===== config.mk =====
export PLATFORM = sky130hd
export DESIGN_NAME = sweep_ctrl
export DESIGN_NICKNAME = d
export VERILOG_FILES = /design/src/rtl/sweep_pkg.sv /design/src/rtl/sweep_ctrl_updn_core.sv /design/src/rtl/sweep_ctrl.sv
export SDC_FILE = /design/constraint.sdc
export NUM_CORES = 1
export LEC_CHECK = 0
export BUFFER_PORTS_ARGS = -buffer_cell sky130_fd_sc_hd__buf_2
export CAP_MARGIN = 20
export CELL_PAD_IN_SITES_DETAIL_PLACEMENT = 0
export CELL_PAD_IN_SITES_GLOBAL_PLACEMENT = 1
export CORE_MARGIN = 2
export CORE_UTILIZATION = 35
export CTS_BUF_LIST = sky130_fd_sc_hd__clkbuf_4 sky130_fd_sc_hd__clkbuf_8
export DETAILED_ROUTE_END_ITERATION = 12
export GPL_TIMING_DRIVEN = 0
export PLACE_DENSITY = 0.71
export SLEW_MARGIN = 30
export SYNTH_ARGS = -nofsm -noshare
export SYNTH_HDL_FRONTEND = slang
export SYNTH_HIERARCHICAL = 1
export SYNTH_SLANG_ARGS = --single-unit

===== constraint.sdc =====
create_clock -name clk -period 3.27 [get_ports clk]
set_clock_uncertainty 0.1 [all_clocks]
set_input_delay 0.327 -clock clk [delete_from_list [all_inputs] [get_ports clk]]
set_output_delay 0.327 -clock clk [all_outputs]
set_load 0.02 [all_outputs]

===== src/rtl/sweep_pkg.sv =====
// Shared encodings for the bounce-sweep sequencer: FSM states and count direction.
package sweep_pkg;

  typedef enum logic [1:0] {
    IDLE = 2'd0,
    UP   = 2'd1,
    DOWN = 2'd2
  } sweep_state_e;

  localparam logic DIR_UP   = 1'b0;
  localparam logic DIR_DOWN = 1'b1;

endpackage


===== src/rtl/sweep_ctrl_updn_core.sv =====
// W-bit up/down count register; load wins over a count step.
module updn_core
  import sweep_pkg::*;
#(
  parameter int unsigned W = 3
) (
  input  logic         clk,
  input  logic         rst,
  input  logic         load,
  input  logic [W-1:0] load_val,
  input  logic         en,
  input  logic         dir,
  output logic [W-1:0] cnt
);

  always_ff @(posedge clk or posedge rst) begin
    if (rst) begin
      cnt <= '0;
    end else if (load) begin
      cnt <= load_val;
    end else if (en) begin
      cnt <= (dir == DIR_DOWN) ? cnt - W'(1) : cnt + W'(1);
    end
  end

endmodule


===== src/rtl/sweep_ctrl.sv =====
// Bounce-sweep sequencer: latches bounds on start, drives updn_core lo->hi->lo for N trips.
module sweep_ctrl
  import sweep_pkg::*;
#(
  parameter int unsigned W  = 3,
  parameter int unsigned SW = 8
) (
  input  logic          clk,
  input  logic          rst,
  input  logic          start,
  input  logic          stop,
  input  logic [W-1:0]  lo,
  input  logic [W-1:0]  hi,
  input  logic [SW-1:0] sweeps,
  output logic [W-1:0]  cnt,
  output logic          dir,
  output logic          busy,
  output logic          done,
  output logic          err
);

  sweep_state_e  state_q;
  logic [W-1:0]  lo_q;
  logic [W-1:0]  hi_q;
  logic [SW-1:0] sweeps_q;
  logic [SW-1:0] sweep_cnt_q;

  logic          accept;
  logic          last_trip;
  logic          core_load;
  logic [W-1:0]  core_load_val;
  logic          core_en;
  logic          core_dir;

  assign accept    = start && !stop && (lo < hi);
  // sweeps_q == 0 means run until stop, so it never completes.
  assign last_trip = (sweeps_q != '0) && ((sweep_cnt_q + SW'(1)) == sweeps_q);

  always_comb begin
    core_load     = 1'b0;
    core_load_val = lo_q;
    core_en       = 1'b0;
    core_dir      = DIR_UP;
    case (state_q)
      IDLE: begin
        if (accept) begin
          core_load     = 1'b1;
          core_load_val = lo;
        end
      end
      UP: begin
        if (!stop) begin
          core_en  = 1'b1;
          core_dir = (cnt == hi_q) ? DIR_DOWN : DIR_UP;
        end
      end
      DOWN: begin
        if (!stop) begin
          if (cnt != lo_q) begin
            core_en  = 1'b1;
            core_dir = DIR_DOWN;
          end else if (!last_trip) begin
            // lo is shown only once per turn, so the next trip restarts at lo+1.
            core_load     = 1'b1;
            core_load_val = lo_q + W'(1);
          end
        end
      end
      default: ;
    endcase
  end

  always_ff @(posedge clk or posedge rst) begin
    if (rst) begin
      state_q     <= IDLE;
      lo_q        <= '0;
      hi_q        <= '0;
      sweeps_q    <= '0;
      sweep_cnt_q <= '0;
      dir         <= DIR_UP;
      busy        <= 1'b0;
      done        <= 1'b0;
      err         <= 1'b0;
    end else begin
      done <= 1'b0;
      err  <= 1'b0;
      case (state_q)
        IDLE: begin
          if (start && !stop) begin
            if (lo >= hi) begin
              err <= 1'b1;
            end else begin
              lo_q        <= lo;
              hi_q        <= hi;
              sweeps_q    <= sweeps;
              sweep_cnt_q <= '0;
              state_q     <= UP;
              busy        <= 1'b1;
              dir         <= DIR_UP;
            end
          end
        end
        UP: begin
          if (stop) begin
            state_q <= IDLE;
            busy    <= 1'b0;
            dir     <= DIR_UP;
          end else if (cnt == hi_q) begin
            state_q <= DOWN;
            dir     <= DIR_DOWN;
          end
        end
        DOWN: begin
          if (stop) begin
            state_q <= IDLE;
            busy    <= 1'b0;
            dir     <= DIR_UP;
          end else if (cnt == lo_q) begin
            if (last_trip) begin
              state_q <= IDLE;
              busy    <= 1'b0;
              done    <= 1'b1;
              dir     <= DIR_UP;
            end else begin
              sweep_cnt_q <= sweep_cnt_q + SW'(1);
              state_q     <= UP;
              dir         <= DIR_UP;
            end
          end
        end
        default: begin
          state_q <= IDLE;
          busy    <= 1'b0;
          dir     <= DIR_UP;
        end
      endcase
    end
  end

  updn_core #(
    .W(W)
  ) u_core (
    .clk      (clk),
    .rst      (rst),
    .load     (core_load),
    .load_val (core_load_val),
    .en       (core_en),
    .dir      (core_dir),
    .cnt      (cnt)
  );

endmodule

==> flow_summary_export.csv, run 1 <==
group,metric,value,unit
placed_design,portBuffers,24,
final_layout,finish.instance_area,2515,um2
floorplan,die_h,82.39,um
synth,yosysSeqAreaShare,36.07,%
sta,layout_min_cycle_time,3.066,ns
setup_path,crit_slowest_cell,"or4b_1",
synth,netlist_instances,223,
hold_path,hold_class,"in2reg",
final_layout,final_common_cell,"dfrtp_1",
routing,ant_nets,0,
power_and_ir_drop,p_seq_share,36.1,%
global_routing,grt_antenna_before_repair,0,
synth,ys_types,50,
synth,synth_top_area_share,36.07,%
sta,worst_slew_pin_slew,0.6238,ns
final_layout,fin_util,42.48,%
cts,clkSlewWorstSetupHoldPaths,0.07,ns
sta,finalSetupViolations,0,
global_routing,grt_pass1_vias,1672,
outcome,outcome,"finished clean",
cts,cts_max_level,2,
final_layout,nFillCells,592,
synth,ys_seq_elements,31,
setup_path,worstSetupEndpointType,"register",
power_and_ir_drop,p_sw,0.0007091,W
cts,clk_root_buffer_cell,"clkbuf_8",
floorplan,fp.dieArea,6788,um2
global_routing,grt_start_max_net_pins,29,
routing,vias,1731,
cts,cts_buffer_depth,2,
power_and_ir_drop,pwr-share-comb,44.9,%
placed_design,hpwl,3551,um
setup_path,cp_common_cell,"nand3_1",
global_routing,grt_pass1_wl,8135,um
cts,clock-sinks,31,
global_routing,overflow,0,
synth,ys_dominant_reg_cell,"dfrtp_1",
cts,cts-buffers-inserted,5,
routing,drt_iter0_drc,58,
sta,finalCritPeriodShare,93.77,%
final_layout,antennaDiodeCount,0,
floorplan,num_rows,28,
setup_path,critPathKind,"reg2reg",
setup_path,path_max_fanout,10,
synth,yosysTopAreaCell,"dfrtp_1",
floorplan,fp.dieW,82.39,um
global_routing,grt_use_total,16.06,%
setup_path,slowest_delay,0.53,ns
placed_design,place.gp.congestion,0.7686,
setup_path,crit_arrival,3.19,ns
placed_design,postPlaceCellArea,2365,um2
final_layout,final_nets,285,
final_layout,finalNonFillerCells,333,
sta,max_slew_margin,58.35,%
synth,asyncSetResetFlopFracSynth,100.0,%
power_and_ir_drop,p_leak,1.079,nW
floorplan,initial_core_util,36.33,%
floorplan,core_area,5921,um2
power_and_ir_drop,ir_worst_vdd,356.9,uV
final_layout,seqCellArea,778.2,um2
sta,setup_tns,0,ns
sta,finalHoldViolCount,0,
routing,drcViolationCount,0,
routing,wl,4797,um
synth,synth_edf_count,0,
synth,netlist_area,2151,um2
power_and_ir_drop,p_per_area,727.4,nW/um2
power_and_ir_drop,clkPwrFrac,19.0,%
placed_design,place_inst,322,
run,drv_cap,0,
synth,yosys_warnings,6,
synth,synth.area.top_cells,"dfrtp_1, mux2_2, xnor2_1, ha_1, nand2_1",
power_and_ir_drop,switching_share,38.76,%
sta,fmax,326.1,MHz
final_layout,final_cell_mix,"dfrtp_1, buf_2, nand2_1, inv_1, mux2_2",
final_layout,drive_gt1_share,26.74,%
floorplan,num_io_pins,25,
setup_path,cp-start-kind,"register",
routing,firstDrtPassIters,5,
sta,rsz0062_at_grt,"no",
synth,synthesis.nets,251,
setup_path,cp_data_required_time,3.39,ns
sta,maxSlewViolCount,0,
final_layout,multi_input_area,1271,um2
cts,cts_tree,"done",
power_and_ir_drop,p_int,0.001120,W
final_layout,syn_to_final_growth,16.93,%
cts,clock_latency,0.29,ns
setup_path,cp_cell_sequence,"ha_4, nand3_1, or3_1, a222oi_1, buf_4, a211o_1, buf_6, or2_1, nand2_2, or4b_1, nand3_1",
synth,syn_avg_cell_area,9.645,um2
routing,viasPerCell,5.198,
routing,avgRoutedWirePerCell,14.41,um
==> power by group through the flow <==
stage	clock network, W	registers, W	logic [W]
after global placement	0	0.000666	0.000787
after CTS	0.000357	0.000664	0.000814
after detailed placement	0	0.000671	0.000802
after global routing	0.000376	0.000687	0.000925
after floorplan	0	0.000660	0.000605
final	0.000347	0.000660	0.000822
==> state kept, by name (all words and copies together), names as in the netlist, 2 cells and up <==
signal and cells:
state_q 2, sweeps_q 8, u_core/cnt 3, hi_q 3, lo_q 3, sweep_cnt_q 8
==> worst max-delay path, delay by kind of cell (launching register included) <==
kind	cells	cell delay (ns)
buffers and inverters	2	0.33
AO/OA/AOI/OAI	2	0.46
flip-flops	1	0.44
AND/OR/NAND/NOR	6	1.47
adder cells (fa/ha/maj)	1	0.19
==> kinds of logic (layout without fill, tap and decap cells) <==
logic type / Yosys count / count (layout) / synth area share [%]
muxes: 18 / 18 / 9.540
and+or+nand+nor: 76 / 76 / 19.20
xor gates and xnor gates: 17 / 17 / 6.922
AOI/OAI and AO/OA: 44 / 44 / 16.40
buffers and inverters: 27 / 62 / 5.701
DFF: 31 / 31 / 36.07
adders and majority gates: 10 / 10 / 6.167
==> per-stage QoR <==
step	hold WS, ns	total power (W)	worst slack [ns]
2_1_floorplan	-0.01936	0.001265	0.2516
3_3_place_gp	0.1006	0.001453	-0.1085
3_5_place_dp	0.1159	0.001473	-0.1176
4_1_cts	0.1610	0.001835	0.03700
5_1_grt	0.1706	0.001988	0.009863
6_report	0.1741	0.001829	0.2039
==> routing by layer <==
metal,GRT usage [%],routed length (um)
met1,22.36,2403
met2,24.60,2191
met4,6.500,85
met5,0,0
met3,2.826,118
==> Yosys cell counts, types with 3 or more instances <==
library cell and number:
clkbuf_1 5, xor2_1 4, nand3b_1 3, dfrtp_1 31, xnor2_1 13, or4_1 5, nand2_1 21, inv_1 17
nor4_1 3, nand2b_1 5, a221o_1 3, o21ai_0 8, mux2_2 15, or3_1 4, o211ai_1 6, ha_1 9
a21oi_1 3, a21boi_0 3, nor2_1 9, nand3_1 13, nor2b_1 4, a21o_1 3
==> what timing repair did <==
item | CTS | global route
endpoints found under the setup margin | 2 | 2
hold endpoints to repair | 3 | 0
hold buffers | 1 | 0
resized for setup | 2 | 6
pin swaps | 1 | 0
buffers inserted | 1 | 1
==> final timing paths <==
| path | to | startpoint | slack (ns) | cells past startpoint |
|---|---|---|---|---|
| hold / removal | sweeps_q[1] | sweeps[1] | 0.17 | 2 |
| setup reg to reg | u_core/cnt[2] | sweep_cnt_q[1] | 0.20 | 11 |
| setup / recovery | u_core/cnt[2] | sweep_cnt_q[1] | 0.20 | 11 |
| hold reg to reg | busy | busy | 0.39 | 1 |
| min in group asynchronous | u_core/cnt[1] | rst | 0.37 | 3 |
| max in group asynchronous | sweep_cnt_q[0] | rst | 2.04 | 3 |
==> layout make-up <==
cell class | count | area share, %
clock buffer | 8 | 4.129
timing repair buffer | 27 | 5.771
multi-input combinational | 165 | 50.55
inverter | 17 | 2.537
tap | 75 | 3.731
sequential | 31 | 30.95
buffer | 10 | 2.338
Note: power is estimated with default switching activity, not from simulation.
==> inputs of run 2 (changes only) <==
Settings changed: CORE_ASPECT_RATIO set to 0.5.
==> flow_summary_export.csv, run 2 (synthesized netlist as in run 1, its figures left out) <==
group,metric,value,unit
sta,setup_tns,0,ns
final_layout,final_cell_mix,"dfrtp_1, buf_2, nand2_1, inv_1, mux2_2",
routing,avgRoutedWirePerCell,14.21,um
sta,fmax,325.7,MHz
routing,drcViolationCount,0,
setup_path,crit_arrival,3.20,ns
placed_design,hpwl,3607,um
global_routing,grt_antenna_before_repair,0,
setup_path,critPathKind,"reg2reg",
sta,finalSetupViolations,0,
final_layout,drive_gt1_share,27.03,%
cts,clk_root_buffer_cell,"clkbuf_8",
cts,clock-sinks,31,
sta,worst_slew_pin_slew,0.6015,ns
placed_design,place.gp.congestion,0.7706,
routing,ant_nets,0,
sta,max_slew_margin,59.84,%
sta,finalCritPeriodShare,93.89,%
sta,maxSlewViolCount,0,
routing,wl,4774,um
global_routing,overflow,0,
global_routing,grt_use_total,15.44,%
floorplan,die_h,59.43,um
setup_path,worstSetupEndpointType,"register",
final_layout,top_regs,"sweep_cnt_q x8, sweeps_q x8",
cts,clock_latency,0.29,ns
floorplan,fp.dieW,114.9,um
global_routing,grt_pass1_wl,7941,um
global_routing,grt_pass1_vias,1667,
final_layout,syn_to_final_growth,18.38,%
power_and_ir_drop,ir_worst_vdd,288.4,uV
power_and_ir_drop,p_leak,1.094,nW
final_layout,final_nets,286,
floorplan,initial_core_util,35.81,%
floorplan,num_rows,20,
hold_path,hold_class,"in2reg",
power_and_ir_drop,p_per_area,746.5,nW/um2
setup_path,path_max_fanout,10,
cts,clkSlewWorstSetupHoldPaths,0.08,ns
run,drv_cap,0,
cts,cts_tree,"done",
setup_path,cp_data_required_time,3.40,ns
setup_path,cp-start-kind,"register",
final_layout,final_common_cell,"dfrtp_1",
placed_design,portBuffers,24,
cts,cts-buffers-inserted,5,
outcome,outcome,"finished clean",
final_layout,fin_util,42.40,%
sta,finalHoldViolCount,0,
floorplan,num_io_pins,25,
routing,drt_iter0_drc,76,
global_routing,grt_start_max_net_pins,29,
final_layout,antennaDiodeCount,0,
floorplan,core_area,6006,um2
routing,vias,1719,
floorplan,fp.dieArea,6826,um2
cts,cts_max_level,2,
sta,layout_min_cycle_time,3.070,ns
cts,cts_buffer_depth,2,
routing,firstDrtPassIters,6,
routing,viasPerCell,5.116,
setup_path,rrSetupSlack,0.20,ns
run 2: changes by cell type in the layout (fill, tap and decap cells not counted), sizes merged:
cell	delta
clkinv	+1
bufinv	+1
buf	+1
clkbuf	-2
run 2: final timing paths:
check | start | endpoint | depth (start not counted)
setup reg to reg | sweep_cnt_q[1] | u_core/cnt[2] | 11
max in group asynchronous | rst | sweep_cnt_q[0] | 3
setup / recovery | sweep_cnt_q[1] | u_core/cnt[2] | 11
hold reg to reg | busy | busy | 1
min in group asynchronous | rst | u_core/cnt[2] | 3
hold / removal | sweeps[7] | sweeps_q[7] | 2
run 2: layout make-up:
class	count	area [um2]
Fill cell	596	3460
Multi-Input combinational cell	165	1279
Sequential cell	31	778.2
Timing Repair Buffer	28	152.6
Tap cell	77	96.34
Clock buffer	6	82.58
Inverter	17	63.81
Buffer	10	58.81
Clock inverter	2	35.03
run 2: report_power, final:
part | internal, W | total [W] | switching [W]
clock | 0.000246 | 0.000402 | 0.000155
combinational | 0.000417 | 0.000839 | 0.000422
sequential | 0.000513 | 0.000660 | 0.000147
run 2: timing repair:
action	in CTS	in global routing
pin swaps	1	0
setup buffers	1	2
hold buffers	1	0
gates resized for setup	4	5
setup endpoints to repair	2	2
endpoints found under the hold margin	3	0
run 2: through the flow:
step | hold slack, ns | area [um2] | power, W | std cells | worst slack, ns
final | 0.1694 | 2546 | 0.001901 | 336 | 0.1997
after global routing | 0.1581 | 2546 | 0.002047 | 336 | -0.002849
after CTS | 0.1600 | 2510 | 0.001900 | 334 | 0.02819
after detailed placement | 0.1195 | 2367 | 0.001477 | 324 | -0.2440
after global placement | 0.1088 | 2367 | 0.001450 | 324 | -0.1725
after floorplan | -0.01936 | 2151 | 0.001265 | 223 | 0.2516
run 2: worst max-delay path, cell delays in order, from the launching register on:
cell and delay [ns]:
dfrtp_2 0.44, ha_4 0.19, nand3_1 0.15, or3_1 0.40
a222oi_1 0.31, buf_4 0.18, a211o_1 0.13, buf_6 0.15
or2_1 0.18, nand2_2 0.13, or4b_1 0.53, nand3_1 0.10
run 2: metal layers:
layer | wire length, um | vias up | share of wire [%] | GRT usage [%]
met3 | 151 | 5 | 3.2 | 5.317
met1 | 2491 | 823 | 52 | 20.69
met5 | 0 | - | 0 | 0
met4 | 47 | 0 | 0.98 | 4.303
met2 | 2083 | 23 | 44 | 23.95
li1 | - | 868 | - | -
